--- src/rtl/source_pack_store.sv ---
// Packs a framed IN_W-bit beat stream into WORD_W-bit words and stores whole frames
// into a ring of source RAM banks, handing each full bank to the consumer until released.
module source_pack_store #(
    parameter int IN_W    = 8,
    parameter int WORD_W  = 128,
    parameter int NUM_RAM = 4,
    parameter int FRM_AW  = 2,
    parameter int SLOT_AW = 6,
    parameter int ADDR_W  = FRM_AW + SLOT_AW
) (
    input  logic                      sys_clk,
    input  logic                      rst_n,
    input  logic [IN_W-1:0]           in_data,
    input  logic                      in_valid,
    input  logic                      in_last,
    output logic [NUM_RAM-1:0]        ram_wren,
    output logic [NUM_RAM*ADDR_W-1:0] ram_addr,
    output logic [NUM_RAM*WORD_W-1:0] ram_data,
    output logic [NUM_RAM-1:0]        bank_ready,
    input  logic [NUM_RAM-1:0]        bank_release,
    output logic                      frame_done,
    output logic [SLOT_AW:0]          frame_words,
    output logic                      frame_trunc,
    output logic [15:0]               drop_cnt
);

    localparam int BEATS  = WORD_W / IN_W;
    localparam int LANE_W = (BEATS > 1) ? $clog2(BEATS) : 1;
    localparam int BANK_W = (NUM_RAM > 1) ? $clog2(NUM_RAM) : 1;

    typedef enum logic [1:0] {S_IDLE, S_FILL, S_DROP} state_t;

    state_t              r_state, w_state_nxt;
    logic [BANK_W-1:0]   r_cur_bank;
    logic [FRM_AW-1:0]   r_slot;
    logic [SLOT_AW-1:0]  r_word_idx;
    logic [LANE_W-1:0]   r_lane;
    logic [WORD_W-1:0]   r_acc;
    logic                r_trunc;
    logic [NUM_RAM-1:0]  r_bank_ready;
    logic [NUM_RAM-1:0]  r_set_pend;
    logic [15:0]         r_drop_cnt;
    logic [NUM_RAM-1:0]  r_wren;
    logic [ADDR_W-1:0]   r_addr;
    logic [WORD_W-1:0]   r_data;
    logic                r_frame_done;
    logic [SLOT_AW:0]    r_frame_words;
    logic                r_frame_trunc;

    logic [WORD_W-1:0]   w_word;
    logic [NUM_RAM-1:0]  w_bank_oh;
    logic                w_complete;
    logic                w_pack, w_wr, w_commit, w_commit_trunc, w_drop_start, w_enter_trunc;

    assign w_bank_oh  = NUM_RAM'(1) << r_cur_bank;
    assign w_complete = (r_lane == LANE_W'(BEATS - 1)) || in_last;

    // First beat of a word lands in the top lane; later beats fill downward.
    always_comb begin
        w_word = r_acc;
        w_word[WORD_W - 1 - int'(r_lane) * IN_W -: IN_W] = in_data;
    end

    always_comb begin
        w_state_nxt    = r_state;
        w_pack         = 1'b0;
        w_wr           = 1'b0;
        w_commit       = 1'b0;
        w_commit_trunc = 1'b0;
        w_drop_start   = 1'b0;
        w_enter_trunc  = 1'b0;
        case (r_state)
            S_IDLE, S_FILL: begin
                if (in_valid) begin
                    if (r_state == S_IDLE && r_bank_ready[r_cur_bank]) begin
                        w_drop_start = 1'b1;
                        w_state_nxt  = in_last ? S_IDLE : S_DROP;
                    end else begin
                        w_pack      = 1'b1;
                        w_state_nxt = S_FILL;
                        if (w_complete) begin
                            w_wr = 1'b1;
                            if (in_last) begin
                                w_commit    = 1'b1;
                                w_state_nxt = S_IDLE;
                            end else if (&r_word_idx) begin
                                w_enter_trunc = 1'b1;
                                w_state_nxt   = S_DROP;
                            end
                        end
                    end
                end
            end
            S_DROP: begin
                if (in_valid && in_last) begin
                    w_state_nxt    = S_IDLE;
                    w_commit_trunc = r_trunc;
                end
            end
            default: w_state_nxt = S_IDLE;
        endcase
    end

    always_ff @(posedge sys_clk) begin
        if (!rst_n) begin
            r_state       <= S_IDLE;
            r_cur_bank    <= '0;
            r_slot        <= '0;
            r_word_idx    <= '0;
            r_lane        <= '0;
            r_acc         <= '0;
            r_trunc       <= 1'b0;
            r_bank_ready  <= '0;
            r_set_pend    <= '0;
            r_drop_cnt    <= '0;
            r_wren        <= '0;
            r_addr        <= '0;
            r_data        <= '0;
            r_frame_done  <= 1'b0;
            r_frame_words <= '0;
            r_frame_trunc <= 1'b0;
        end else begin
            r_state       <= w_state_nxt;
            r_wren        <= w_wr ? w_bank_oh : '0;
            r_frame_done  <= w_commit | w_commit_trunc;
            r_frame_trunc <= w_commit_trunc;
            r_set_pend    <= '0;
            // The delayed set lands one cycle after the final write and beats a same-cycle release.
            r_bank_ready  <= (r_bank_ready & ~bank_release) | r_set_pend;

            if (w_pack) begin
                if (w_complete) begin
                    r_acc  <= '0;
                    r_lane <= '0;
                end else begin
                    r_acc  <= w_word;
                    r_lane <= r_lane + LANE_W'(1);
                end
            end

            if (w_wr) begin
                r_addr     <= {r_slot, r_word_idx};
                r_data     <= w_word;
                r_word_idx <= r_word_idx + SLOT_AW'(1);
            end

            if (w_enter_trunc)
                r_trunc <= 1'b1;
            else if (w_state_nxt == S_IDLE)
                r_trunc <= 1'b0;

            if (w_commit || w_commit_trunc) begin
                r_frame_words <= w_commit ? (SLOT_AW + 1)'(r_word_idx) + (SLOT_AW + 1)'(1)
                                          : (SLOT_AW + 1)'(1 << SLOT_AW);
                r_word_idx    <= '0;
                r_slot        <= r_slot + FRM_AW'(1);
                if (&r_slot) begin
                    r_set_pend <= w_bank_oh;
                    r_cur_bank <= (r_cur_bank == BANK_W'(NUM_RAM - 1)) ? '0 : r_cur_bank + BANK_W'(1);
                end
            end

            if (w_drop_start && !(&r_drop_cnt))
                r_drop_cnt <= r_drop_cnt + 16'd1;
        end
    end

    assign ram_wren    = r_wren;
    assign ram_addr    = {NUM_RAM{r_addr}};
    assign ram_data    = {NUM_RAM{r_data}};
    assign bank_ready  = r_bank_ready;
    assign frame_done  = r_frame_done;
    assign frame_words = r_frame_words;
    assign frame_trunc = r_frame_trunc;
    assign drop_cnt    = r_drop_cnt;

endmodule

--- config.mk ---
export PLATFORM = sky130hd
export DESIGN_NAME = source_pack_store
export DESIGN_NICKNAME = d
export VERILOG_FILES = /design/src/rtl/source_pack_store.sv
export SDC_FILE = /design/constraint.sdc
export NUM_CORES = 1
export LEC_CHECK = 0
export CORE_AREA = 2 2 228 230
export CTS_CLUSTER_SIZE = 40
export DETAILED_ROUTE_END_ITERATION = 6
export DIE_AREA = 0 0 230 232
export MAX_ROUTING_LAYER = met4
export PLACE_DENSITY = 0.65
export SETUP_SLACK_MARGIN = 0.1
export SLEW_MARGIN = 30
export SYNTH_ARGS = -nofsm -noshare
export SYNTH_HDL_FRONTEND = slang
export SYNTH_SLANG_ARGS = --single-unit
--- constraint.sdc ---
create_clock -name sys_clk -period 2.9 [get_ports sys_clk]
set_clock_uncertainty 0.2 [all_clocks]
set_input_delay 0.29 -clock sys_clk [delete_from_list [all_inputs] [get_ports sys_clk]]
set_output_delay 0.29 -clock sys_clk [all_outputs]
set_load 0.02 [all_outputs]
### Word level (Yosys, flattened, before mapping)

Index checks and enable logic that the tools add are counted.

* flip-flop bits (word level): 318
* bits of input ports: 16
* output and inout port bits: 577
* word-level logic and storage cells: 93

* add/sub/neg operators: 8
* $lt $le $gt $ge: 1
* eq/ne operators: 4
* shift operators: 3
* muxes and demuxes: 40
* bitwise gates (word level): 5
* reductions and logical operators: 16

Operator list (number)
* 8-bit by 33-bit variable shift with 135-bit output, first input constant: 1
* 8-bit by 33-bit indexed part select with 135-bit output: 1
* 128-bit bitwise mux: 1
* 128-bit two-way mux: 1
* 8-bit negator with 33-bit output: 1
* 1-bit two-way mux: 26
* 16-bit by 1-bit adder with 16-bit output, second input constant: 1
* 2-bit two-way mux: 8
* 16-bit AND reduction: 1
* 7-bit by 7-bit subtractor with 8-bit output, first input constant: 1
* 6-bit by 1-bit adder with 7-bit output, second input constant: 1
* 7-bit two-way mux: 1
* 6-bit by 1-bit adder with 6-bit output, second input constant: 1
* 6-bit AND reduction: 1
* 2-bit by 1-bit adder with 2-bit output, second input constant: 2
* 4-bit by 1-bit adder with 4-bit output, second input constant: 1
* 4-bit bitwise AND: 1
* 2-bit equality test, second input constant: 2
* 4-bit equality test, second input constant: 1
* 2-bit zero test: 2
* 4-bit two-way mux: 1
* 4-bit inverter: 1
* 4-bit OR: 1
* 2-bit one-hot mux with 2 select lines: 1
* 14 further kinds: 18

### Depth between registers and ports, before layout

* depth after elaboration: 10
* mapped depth: 9
* gate-level depth less buffers: 6

### Worst setup path after synthesis

Ideal clock, no wire load.

* path kind: reg2reg
* from: register r_cur_bank[0]
* to: register r_data[104]
* setup time: 147 ps
* arrival: 1964 ps
* required time: 2553 ps
* path slack: 589 ps
* stages on the path, launching flop included: 10
* buffers on the path: 5
* period minus slack after synthesis: 2311 ps
* path through: dfxtp_1 -> buf_6 -> mux2_4 -> a221o_1 -> buf_6 -> buf_6 -> nor2_4 -> buf_2 -> buf_4 -> a311oi_2

* cells in the longest elaborated chain, start to end: 6

RTL lines
* from (decl): line 34 `logic [BANK_W-1:0] r_cur_bank;`
* from (signal assigned): line 159 `r_cur_bank <= (r_cur_bank == BANK_W'(NUM_RAM - 1)) ? '0 : r_cur_bank + BANK_W'(1);`
* 1-bit binary-select mux with 2-bit select: line 75 `if (r_state == S_IDLE && r_bank_ready[r_cur_bank]) begin`
* 1-bit two-way mux (implied by the code): line 75
* 1-bit logical AND: line 75
* 1-bit two-way mux: line 75
* 1-bit two-way mux: line 74 `if (in_valid) begin`
* 1-bit two-way mux: line 72 `case (r_state)`
* to (signal assigned): line 143 `r_data <= w_word;`
* to (decl): line 45 `logic [WORD_W-1:0] r_data;`

No other way between the ends. The select of a mux whose other input is x is not followed.
A chain may end at the register's enable or synchronous reset.

### Worst setup path in the final report

* from: register r_cur_bank[1]
* to: register r_acc[124]

* cells in the longest elaborated chain, start to end: 6

RTL lines
* 1-bit binary-select mux with 2-bit select: line 75
* 1-bit two-way mux (implied by the code): line 75
* 1-bit logical AND: line 75
* 1-bit two-way mux: line 75
* 1-bit two-way mux: line 74
* 1-bit two-way mux: line 72
* to (signal assigned): line 136 `r_acc <= w_word;`
* to (decl): line 38 `logic [WORD_W-1:0] r_acc;`

No other way between the ends. The select of a mux whose other input is x is not followed.

==> run metrics <==
hold depth 4; worst slew pin tran 0.675 ns; WP data arrival 2.89 ns; Placeable Area 0.0509 mm²; mux contribution to synthesized area under 10%; Die Y 232 µm; synthesized-area fraction occupied by adder cells 0.945%; total track usage 20.8%; layout cell share with drive strength beyond 1 5.86%; hold path startpoint bank_release[0]; Netlist Area Pre-Place 0.0172 mm²; Post-synth top cells 418 x buf_4, 318 x dfxtp_1, 286 x a21oi_1; initial drt markers 1279; sequential share of the synthesized area a little under two fifths; Antenna Cells 0; RSZ-0062 raised after global routing true; setup_tns 0 ns; Post-CTS Resized 0; Synth Area in Compound Gates 21.3%; Synth warnings 0; pre-CTS setup slack 0.229 ns; Synth area leader dfxtp_1; PwrDens 521 mW/mm²; Critical Path Sink r_acc[124]$_SDFFE_PN0P_; worst path required time around 3.2 ns; crit end category flip-flop; # DRC 0; cells after synthesis between 2000 and 2500; FP Rows between 80 and 90; Max-Slew Margin vs Limit 54.6%; IO Pins 593; vias in the first global route 13900; top cell type's share of synthesized area 37.0%; minimum clock period after layout 2.63 ns; RR Endpoint r_acc[124]$_SDFFE_PN0P_; # Max-Cap Violations 0; post-DP HPWL just over 40000 µm; LEAKAGE 6.84 nW; main flop type after synthesis dfxtp_1; Peak VDD IR between 0.0004 and 0.0005 V; die area 0.0534 mm²; final hold vios 0; Post-synth EDFFs 0; clk slew on worst S/H paths ~0.060 ns; via count 15400; drt wl/cell 20.0 µm; Post-synth ARST share 0%; Final setup viols 0; # port buffers 592; max-slew violations 0; Post-Synth Simple-Gate Area roughly 16%; first-pass GRT wire length 85400 µm; Overflow after GRT 0; Syn Nets 2161; Setup Buffers After CTS 0; nets 2223; gp weighted congestion about 0.83; XOR/XNOR share of the synthesized area less than 1%; htree depth 2; most common cell in the netlist buf_4; final wirelength a little under 60000 µm; CTS tree done; R2R cell count 5; R2R Path Start r_cur_bank[1]$_SDFFE_PN0P_; Startpoint Class flip-flop; CP Launch Point r_cur_bank[1]$_SDFFE_PN0P_; area delta synth->final 26.3%; Mean Syn Cell Area a little over 8 µm²; synth top area cells dfxtp_1 37%, buf_4 18%, a21oi_1 8.3%; Initial Util between 30% and 40%; Clock Root Buffer clkbuf_16; worst skew pair latency about 0.53 ns; deepest clock path buffer count 3; flops & latches, synth 318; Hold Crit Class input pin to flip-flop; run status finished, final reports clean; crit share post-route 90.6%; flop2flop setup slack 0.27 ns; initial antenna violation count 0; DIE WIDTH 230 µm; post-route ant nets 0; Synth cell types 62; TritonRoute pass-1 iters 5; drt via density 5.31; pin count of the biggest net entering global routing 70; Clock Sinks 318; worst setup path class flip-flop to flip-flop; fmax 0.381 GHz; largest family of logic cells by synthesized area buffers and inverters; CTS hold repair buffers 0; peak fanout along the critical path 56; Num CTS Buffers 35; Final WS setup 0.273 ns; Final Power around 11 mW
## worst min-delay path by stage
stage / endpoint / slack, ns
2_1_floorplan: bank_ready[0]$_SDFF_PN0_ / 0.21
6_report: bank_ready[0]$_SDFF_PN0_ / 0.18
3_3_place_gp: bank_ready[0]$_SDFF_PN0_ / 0.22
4_1_cts: bank_ready[0]$_SDFF_PN0_ / 0.15
5_1_grt: bank_ready[0]$_SDFF_PN0_ / 0.18
3_5_place_dp: bank_ready[1]$_SDFF_PN0_ / 0.23
## routing by layer
layer	up-vias	part of all wire, %	wire length (µm)	track usage [%]
li1	7207	-	-	-
met1	7365	41	23600	26.0
met2	726	49	28200	34.2
met3	86	7.3	4240	3.39
met4	0	3.1	1780	6.57
met5	-	0	0	-
## report_power, final
part | switching (mW) | internal [mW] | leakage, nW
sequential | 0.209 | 4.49 | 2.58
combinational | 1.22 | 0.888 | 3.69
clock | 1.83 | 2.70 | 0.565
total | 3.26 | 8.08 | 6.84
## cell type report
cell class / instances / area, µm²
repair buffers: 632 / 6440
fillers: 4928 / 29100
multi-input cells: 1189 / 6870
clock inverters: 12 / 179
inverters: 18 / 72.6
well taps: 680 / 851
clock buffers: 48 / 965
flip-flops and latches: 318 / 6370
## state kept, by name, indices dropped and copies added (netlist names), 6 cells and up
name         cells
r_data         128
r_addr           8
frame_words      7
r_acc          128
drop_cnt        16
r_word_idx       6
## worst max-delay path, stage by stage, from the launching register on
cell and delay [ns]:
dfxtp_1 0.52, nor3b_2 0.50, a221o_4 0.42, buf_4 0.51
o21ai_0 0.20, a21oi_1 0.16
## layout by cell type (no fill, tap or decap), types with 2 or more instances in the layout
cell,netlist,layout
nor2b_1,5,5
nand2_1,260,259
nand2b_1,5,5
xnor2_1,2,2
mux2_4,2,2
nor4_1,8,7
clkdlybuf4s50_1,0,592
o31a_1,2,2
and3_1,37,36
clkbuf_16,0,35
mux2i_1,24,24
a21oi_1,286,286
a22oi_1,3,3
and2_1,13,13
clkbuf_1,125,9
or3_1,6,6
a211oi_1,9,9
o21ai_0,138,138
a311oi_2,20,20
clkbuf_8,0,4
nor3_1,6,6
buf_4,418,22
and4_1,10,10
nand3_1,148,148
bufinv_16,0,4
or3b_2,3,3
nand4_1,23,23
dfxtp_1,318,318
or4_1,11,11
o31ai_1,10,10
a311oi_1,100,100
o21a_1,3,3
buf_12,0,17
inv_1,17,17
ha_1,13,13
inv_6,0,2
nor2_1,16,16
clkinv_2,0,6
## through the flow
step,instance area [µm²],hold slack [ns],utilization [%],instances
6_report,21700,0.176,42.7,2897
5_1_grt,21700,0.180,42.7,2897
4_1_cts,21700,0.155,42.7,2897
3_5_place_dp,20600,0.234,40.5,2837
3_3_place_gp,20600,0.221,40.5,2837
2_1_floorplan,17200,0.213,-,2132
## cell families after synthesis
kind of cell    after synthesis
compound gates              587
xor+xnor                      3
fa+ha+maj                    13
buf+inv                     625
flops                       318
mux                          26
simple gates                560
Note: power is estimated with default switching activity, not from simulation.
